===== src/rtl/key_pkg.sv =====
// key_pkg: shared state encoding and timing defaults for key gesture detection.
//   Provides the FSM state enum, the 12 MHz clock / gesture timing defaults,
//   and ms_to_clk() to turn millisecond timings into clock counts.
package key_pkg;
    typedef enum logic [2:0] {IDLE, PRESS1, HOLD, GAP, PRESS2} state_t;
    localparam int CLK_HZ    = 12000000;
    localparam int LONG_MS   = 1000;
    localparam int DCLICK_MS = 300;
    function automatic int ms_to_clk(input int ms);
        return int'(64'(CLK_HZ) * 64'(ms) / 64'd1000);
    endfunction
endpackage


===== src/rtl/key_event_if.sv =====
// key_event_if: key level in, gesture pulses and status out.
//   key_i     - debounced key level
//   short_o   - single short press pulse
//   double_o  - double click pulse
//   long_o    - long press pulse
//   pressed_o - registered, polarity-normalised key level
//   busy_o    - gesture in progress
interface key_event_if;
    logic key_i;
    logic short_o;
    logic double_o;
    logic long_o;
    logic pressed_o;
    logic busy_o;
    modport master(output key_i, input short_o, double_o, long_o, pressed_o, busy_o);
    modport slave(input key_i, output short_o, double_o, long_o, pressed_o, busy_o);
endinterface


===== src/rtl/key_edge.sv =====
// key_edge: normalises key polarity, registers the pressed level, flags press/release edges.
//   sys_clk, sys_rst_n - clock and asynchronous active-low reset
//   i_key              - debounced key level
//   o_pressed          - registered level, 1 = pressed (resets to released)
//   o_press_e/o_rel_e  - combinational press/release edge of the current sample
module key_edge #(
    parameter bit ACTIVE_LOW = 1'b1
) (
    input  logic sys_clk,
    input  logic sys_rst_n,
    input  logic i_key,
    output logic o_pressed,
    output logic o_press_e,
    output logic o_rel_e
);
    logic w_p;
    logic r_pressed;
    assign w_p = i_key ^ ACTIVE_LOW;
    always_ff @(posedge sys_clk or negedge sys_rst_n) begin
        if (!sys_rst_n) r_pressed <= 1'b0;
        else            r_pressed <= w_p;
    end
    assign o_pressed = r_pressed;
    assign o_press_e = w_p & ~r_pressed;
    assign o_rel_e   = ~w_p & r_pressed;
endmodule


===== src/rtl/key_event.sv =====
// key_event: classifies key gestures into short / double / long single-cycle pulses.
//   sys_clk, sys_rst_n - 12 MHz clock and asynchronous active-low reset
//   io_bus             - key level in, registered pulses and status out
module key_event
    import key_pkg::*;
#(
    parameter bit ACTIVE_LOW  = 1'b1,
    parameter int LONG_TIME   = ms_to_clk(LONG_MS),
    parameter int DCLICK_TIME = ms_to_clk(DCLICK_MS),
    parameter int CNT_BITS    = 24
) (
    input logic         sys_clk,
    input logic         sys_rst_n,
    key_event_if.slave  io_bus
);
    localparam logic [CNT_BITS-1:0] LONG_LAST   = CNT_BITS'(LONG_TIME - 1);
    localparam logic [CNT_BITS-1:0] DCLICK_LAST = CNT_BITS'(DCLICK_TIME - 1);
    logic                w_press_e;
    logic                w_rel_e;
    logic                w_pressed;
    state_t              r_state;
    logic [CNT_BITS-1:0] r_cnt;
    logic                r_short;
    logic                r_double;
    logic                r_long;
    logic                r_busy;
    key_edge #(.ACTIVE_LOW(ACTIVE_LOW)) u_edge (
        .sys_clk   (sys_clk),
        .sys_rst_n (sys_rst_n),
        .i_key     (io_bus.key_i),
        .o_pressed (w_pressed),
        .o_press_e (w_press_e),
        .o_rel_e   (w_rel_e)
    );
    // Edge events take priority over timeouts; counting states always leave at
    // their threshold, so the counter never wraps.
    always_ff @(posedge sys_clk or negedge sys_rst_n) begin
        if (!sys_rst_n) begin
            r_state  <= IDLE;
            r_cnt    <= '0;
            r_short  <= 1'b0;
            r_double <= 1'b0;
            r_long   <= 1'b0;
            r_busy   <= 1'b0;
        end else begin
            r_short  <= 1'b0;
            r_double <= 1'b0;
            r_long   <= 1'b0;
            case (r_state)
                IDLE: if (w_press_e) begin
                    r_state <= PRESS1;
                    r_cnt   <= '0;
                    r_busy  <= 1'b1;
                end
                PRESS1: if (w_rel_e) begin
                    r_state <= GAP;
                    r_cnt   <= '0;
                end else if (r_cnt == LONG_LAST) begin
                    r_long  <= 1'b1;
                    r_state <= HOLD;
                end else r_cnt <= r_cnt + 1'b1;
                HOLD: if (w_rel_e) begin
                    r_state <= IDLE;
                    r_busy  <= 1'b0;
                end
                GAP: if (w_press_e) r_state <= PRESS2;
                else if (r_cnt == DCLICK_LAST) begin
                    r_short <= 1'b1;
                    r_state <= IDLE;
                    r_busy  <= 1'b0;
                end else r_cnt <= r_cnt + 1'b1;
                PRESS2: if (w_rel_e) begin
                    r_double <= 1'b1;
                    r_state  <= IDLE;
                    r_busy   <= 1'b0;
                end
                default: begin
                    r_state <= IDLE;
                    r_busy  <= 1'b0;
                end
            endcase
        end
    end
    assign io_bus.short_o   = r_short;
    assign io_bus.double_o  = r_double;
    assign io_bus.long_o    = r_long;
    assign io_bus.pressed_o = w_pressed;
    assign io_bus.busy_o    = r_busy;
endmodule


===== src/flat_wrapper.sv =====
// flat-port wrapper written by rule: the top's interface ports become plain ports
module key_event_flat import key_pkg::*;
#(
    parameter bit ACTIVE_LOW  = 1'b1,
    parameter int LONG_TIME   = ms_to_clk(LONG_MS),
    parameter int DCLICK_TIME = ms_to_clk(DCLICK_MS),
    parameter int CNT_BITS    = 24
)
  (sys_clk, sys_rst_n, io_bus_key_i, io_bus_short_o, io_bus_double_o, io_bus_long_o, io_bus_pressed_o, io_bus_busy_o);
  key_event_if io_bus_i ();
  input logic sys_clk;
  input logic sys_rst_n;
  input wire logic [$bits(io_bus_i.key_i)-1:0] io_bus_key_i;
  output wire logic [$bits(io_bus_i.short_o)-1:0] io_bus_short_o;
  output wire logic [$bits(io_bus_i.double_o)-1:0] io_bus_double_o;
  output wire logic [$bits(io_bus_i.long_o)-1:0] io_bus_long_o;
  output wire logic [$bits(io_bus_i.pressed_o)-1:0] io_bus_pressed_o;
  output wire logic [$bits(io_bus_i.busy_o)-1:0] io_bus_busy_o;
  assign io_bus_i.key_i = io_bus_key_i;
  assign io_bus_short_o = io_bus_i.short_o;
  assign io_bus_double_o = io_bus_i.double_o;
  assign io_bus_long_o = io_bus_i.long_o;
  assign io_bus_pressed_o = io_bus_i.pressed_o;
  assign io_bus_busy_o = io_bus_i.busy_o;
  key_event #(.ACTIVE_LOW(ACTIVE_LOW), .LONG_TIME(LONG_TIME), .DCLICK_TIME(DCLICK_TIME), .CNT_BITS(CNT_BITS)) u_core (.sys_clk(sys_clk), .sys_rst_n(sys_rst_n), .io_bus(io_bus_i));
endmodule

===== config.mk =====
export PLATFORM = sky130hd
export DESIGN_NAME = key_event_flat
export DESIGN_NICKNAME = d
export VERILOG_FILES = /design/src/rtl/key_pkg.sv /design/src/rtl/key_event_if.sv /design/src/rtl/key_edge.sv /design/src/rtl/key_event.sv /design/src/flat_wrapper.sv
export SDC_FILE = /design/constraint.sdc
export NUM_CORES = 1
export LEC_CHECK = 0
export CORE_UTILIZATION = 35
export CTS_BUF_LIST = sky130_fd_sc_hd__clkbuf_16
export DETAILED_ROUTE_END_ITERATION = 7
export PLACE_DENSITY_LB_ADDON = 0.2
export SLEW_MARGIN = 20
export SYNTH_ARGS = -nofsm -noshare
export SYNTH_HDL_FRONTEND = slang
export SYNTH_SLANG_ARGS = --single-unit

===== constraint.sdc =====
create_clock -name sys_clk -period 2.6 [get_ports sys_clk]
set_input_delay 0.39 -clock sys_clk [delete_from_list [all_inputs] [get_ports sys_clk]]
set_output_delay 0.39 -clock sys_clk [all_outputs]
set_load 0.005 [all_outputs]

==> results of run 1 <==
==> critical path, delay by kind of cell (launching register included) <==
kind                     cells  cell delay [ns]
buffers and inverters        1             0.21
AO/OA/AOI/OAI                3             0.45
AND/OR/NAND/NOR              3             0.89
flip-flops                   1             0.43
adder cells (fa/ha/maj)      1             0.25
==> state kept, by name (all words and copies together), names as in the netlist <==
signal / cells
u_core.io_bus.double_o: 1
u_core.io_bus.long_o: 1
u_core.io_bus.short_o: 1
u_core.r_cnt: 24
u_core.u_edge.o_pressed: 1
u_core.io_bus.busy_o: 1
u_core.r_state: 3
==> path summary, 6_finish.rpt <==
path,start,endpoint,slack (ns)
max,u_core.r_cnt[0],u_core.r_state[2],0.26
min,u_core.io_bus.busy_o,u_core.io_bus.busy_o,0.49
max reg2reg,u_core.r_cnt[0],u_core.r_state[2],0.26
min reg2reg,u_core.io_bus.busy_o,u_core.io_bus.busy_o,0.49
max in group asynchronous,sys_rst_n,u_core.r_cnt[9],1.79
min in group asynchronous,sys_rst_n,u_core.r_cnt[20],0.52
==> power by group through the flow <==
stage,clock network [mW],registers (mW),logic (mW)
finish,0.544,0.653,0.466
global route,0.581,0.668,0.525
CTS,0.558,0.653,0.472
detailed placement,0,0.663,0.469
global placement,0,0.661,0.466
floorplan,0,0.606,0.390
==> routing by layer <==
metal	vias up	global-route usage, %	wire, microns
li1	791	-	-
met1	766	23.9	2190
met2	32	23.5	1990
met3	4	3.83	187
met4	0	5.77	35
met5	-	0	0
==> final cells by class <==
cell class | count | area [sq um]
clock buffers | 5 | 125
clock inverters | 2 | 8.76
fillers | 519 | 2940
inverters | 2 | 7.51
multi-input cells | 162 | 1080
flip-flops and latches | 32 | 801
well taps | 70 | 87.6
repair buffers | 18 | 153
==> logic make-up (layout without fill, tap and decap cells) <==
family | Yosys count | in the layout
muxes | 5 | 5
adders and majority gates | 1 | 1
AOI/OAI and AO/OA | 45 | 45
and+or+nand+nor | 105 | 105
buffers and inverters | 10 | 27
DFF | 32 | 32
xor gates and xnor gates | 6 | 6
==> synthesized netlist by cell type, types with 2 or more instances <==
master     n
dfrtp_1   32
nor2_1    21
nand2_1   19
nand3_1   12
nor3_1     8
nand2b_1   6
nand4_1    6
or3_1      6
xnor2_1    6
a21oi_1    5
a21oi_2    5
and3_1     5
clkbuf_1   5
mux2i_1    4
o31ai_1    4
a31oi_1    3
a41o_1     3
and2_1     3
and4_1     3
nor2b_1    3
o21ai_0    3
o21ai_2    3
buf_2      2
inv_1      2
o211ai_1   2
o21ai_1    2
o311ai_0   2
==> flow_summary.toml, run 1 <==
[floorplan]
ios = 8
core-area_sq_um = 5200
rows = 26
die_w_microns = 76.1
start_util_pct = 36.9
die-area_sq_um = 5800
die_h_microns = 76.1

[clocking]
clkSlewWorstSetupHoldPaths_ns = 0.05
cts_tree = "built"
clk_latency_ns = 0.27
cts_sinks = 32
clock_path_buffers = 2
h-tree-depth = 2
ctsHoldBuffers = 0
cts_buffers = 5
post_cts_resized = 0
cts_setup_buffers = 0
root_buffer = "clkbuf_16"

[timing]
setup_viol = 0
final.setup_skew_ns = 0.00346
setup_tns_ns = 0
hold_viol_final = 0
slew_headroom_pct = 62.7
holdWs_ns = 0.489
slew_viol_final = 0
worst_pin_slew_ns = 0.557
max_freq_mhz = 427
setup_ws_ns = 0.259
rsz0062_at_grt = "false"
period_needed_ns = 2.34
finalCritPeriodShare_pct = 90.0

[pwr]
comb_power_share_pct = 28.0
clkPwrFrac_pct = 32.7
internal_power_mw = 1.08
powerDensity_nw_per_um2 = 735
netSwitchingFraction_pct = 34.9
seqPwrFrac_pct = 39.2
power_mw = 1.66
leakage_nw = 0.916
p_switching_mw = 0.581
ir_drop_mv = 0.342

[yosys]
synth_ff_type = "dfrtp_1"
async_flop_share_pct = 100
synth_area_leaders = "dfrtp_1 (42%), nor2_1 (4.1%), nand2_1 (3.7%), nand3_1 (3.1%), xnor2_1 (2.7%)"
muxShareOfSynthArea_pct = 2.67
yosysTopAreaCellShare_pct = 41.6
synth_area_sq_um = 1920
synthDistinctLibCells = 56
yosysTopAreaCell = "dfrtp_1"
ys_seq_area_share_pct = 41.6
synth_top_family_by_area = "simple AND/OR/NAND/NOR gates"
ys_ff_latch = 32
synthCells = 204
syn_area_per_cell_sq_um = 9.43
synthXorXnorAreaFrac_pct = 2.73
synth_edf_count = 0
syn-num-nets = 208
synth_compound_area_share_pct = 18.7
yosysWarnings = 0
yosys.area_share.simple_pct = 31.2
synthAdderAreaFrac_pct = 0.651

[worst_setup_path]
path_class = "flop to flop"
cpPeakStageDelay_ns = 0.43
slowest_stage = "dfrtp_1"
cp-start-kind = "flop"
crit_path_cell_trace = "ha_1 -> nand3_1 -> nor4_4 -> buf_4 -> a21oi_2 -> nor2_4 -> o31ai_1 -> a32o_1"
worstPathArrival_ns = 2.50
worst-path-max-fanout = 16
r2r_cells = 8
required_ns = 2.76
end_kind = "flop"

[place]
dpl.cell_count = 284
dp_slack_ns = 0.157
dpl_cell_area_sq_um = 2130
dp_hpwl_mm = 3.10
place_congestion = 0.829
port-buffer-count = 7

[worst_hold_path]
hold_depth = 1
min_path_type = "flop to flop"

[global_route]
antenna_found_initial = 0
grt_util_all_layers_pct = 16.4
grt_max_degree = 33
overflow = 0
grt_pass1_vias = 1520
grt_pass1_wl_mm = 7.51

[detailed_routing]
via_per_inst = 5.47
ant_nets = 0
wirelength_mm = 4.40
drc = 0
dr_total_vias = 1593
firstDrtPassIters = 4
post_drt_wl_per_cell_microns = 15.1
drtIter0Drc = 119

[layout]
drive_above_1_share_pct = 16.3
fin_cells = 291
final_nets = 225
finalInstanceArea_sq_um = 2260
area_growth_pct = 17.6
most-common-layout-cells = "dfrtp_1 (32), nor2_1 (21), nand2_1 (19)"
final_common_cell = "dfrtp_1"
final_util_pct = 43.5
diodes = 0

[job]
drv_cap = 0

[run_status]
outcome = "finished, final reports clean"
No activity file was read; power rests on OpenSTA's default activity.
==> run 2: changes to the inputs <==
Settings changed: CAP_MARGIN from default to 10, CTS_CLUSTER_SIZE from default to 8.
==> results of run 2 <==
No change in the layout: final DEF, timing and power equal those of run 1.
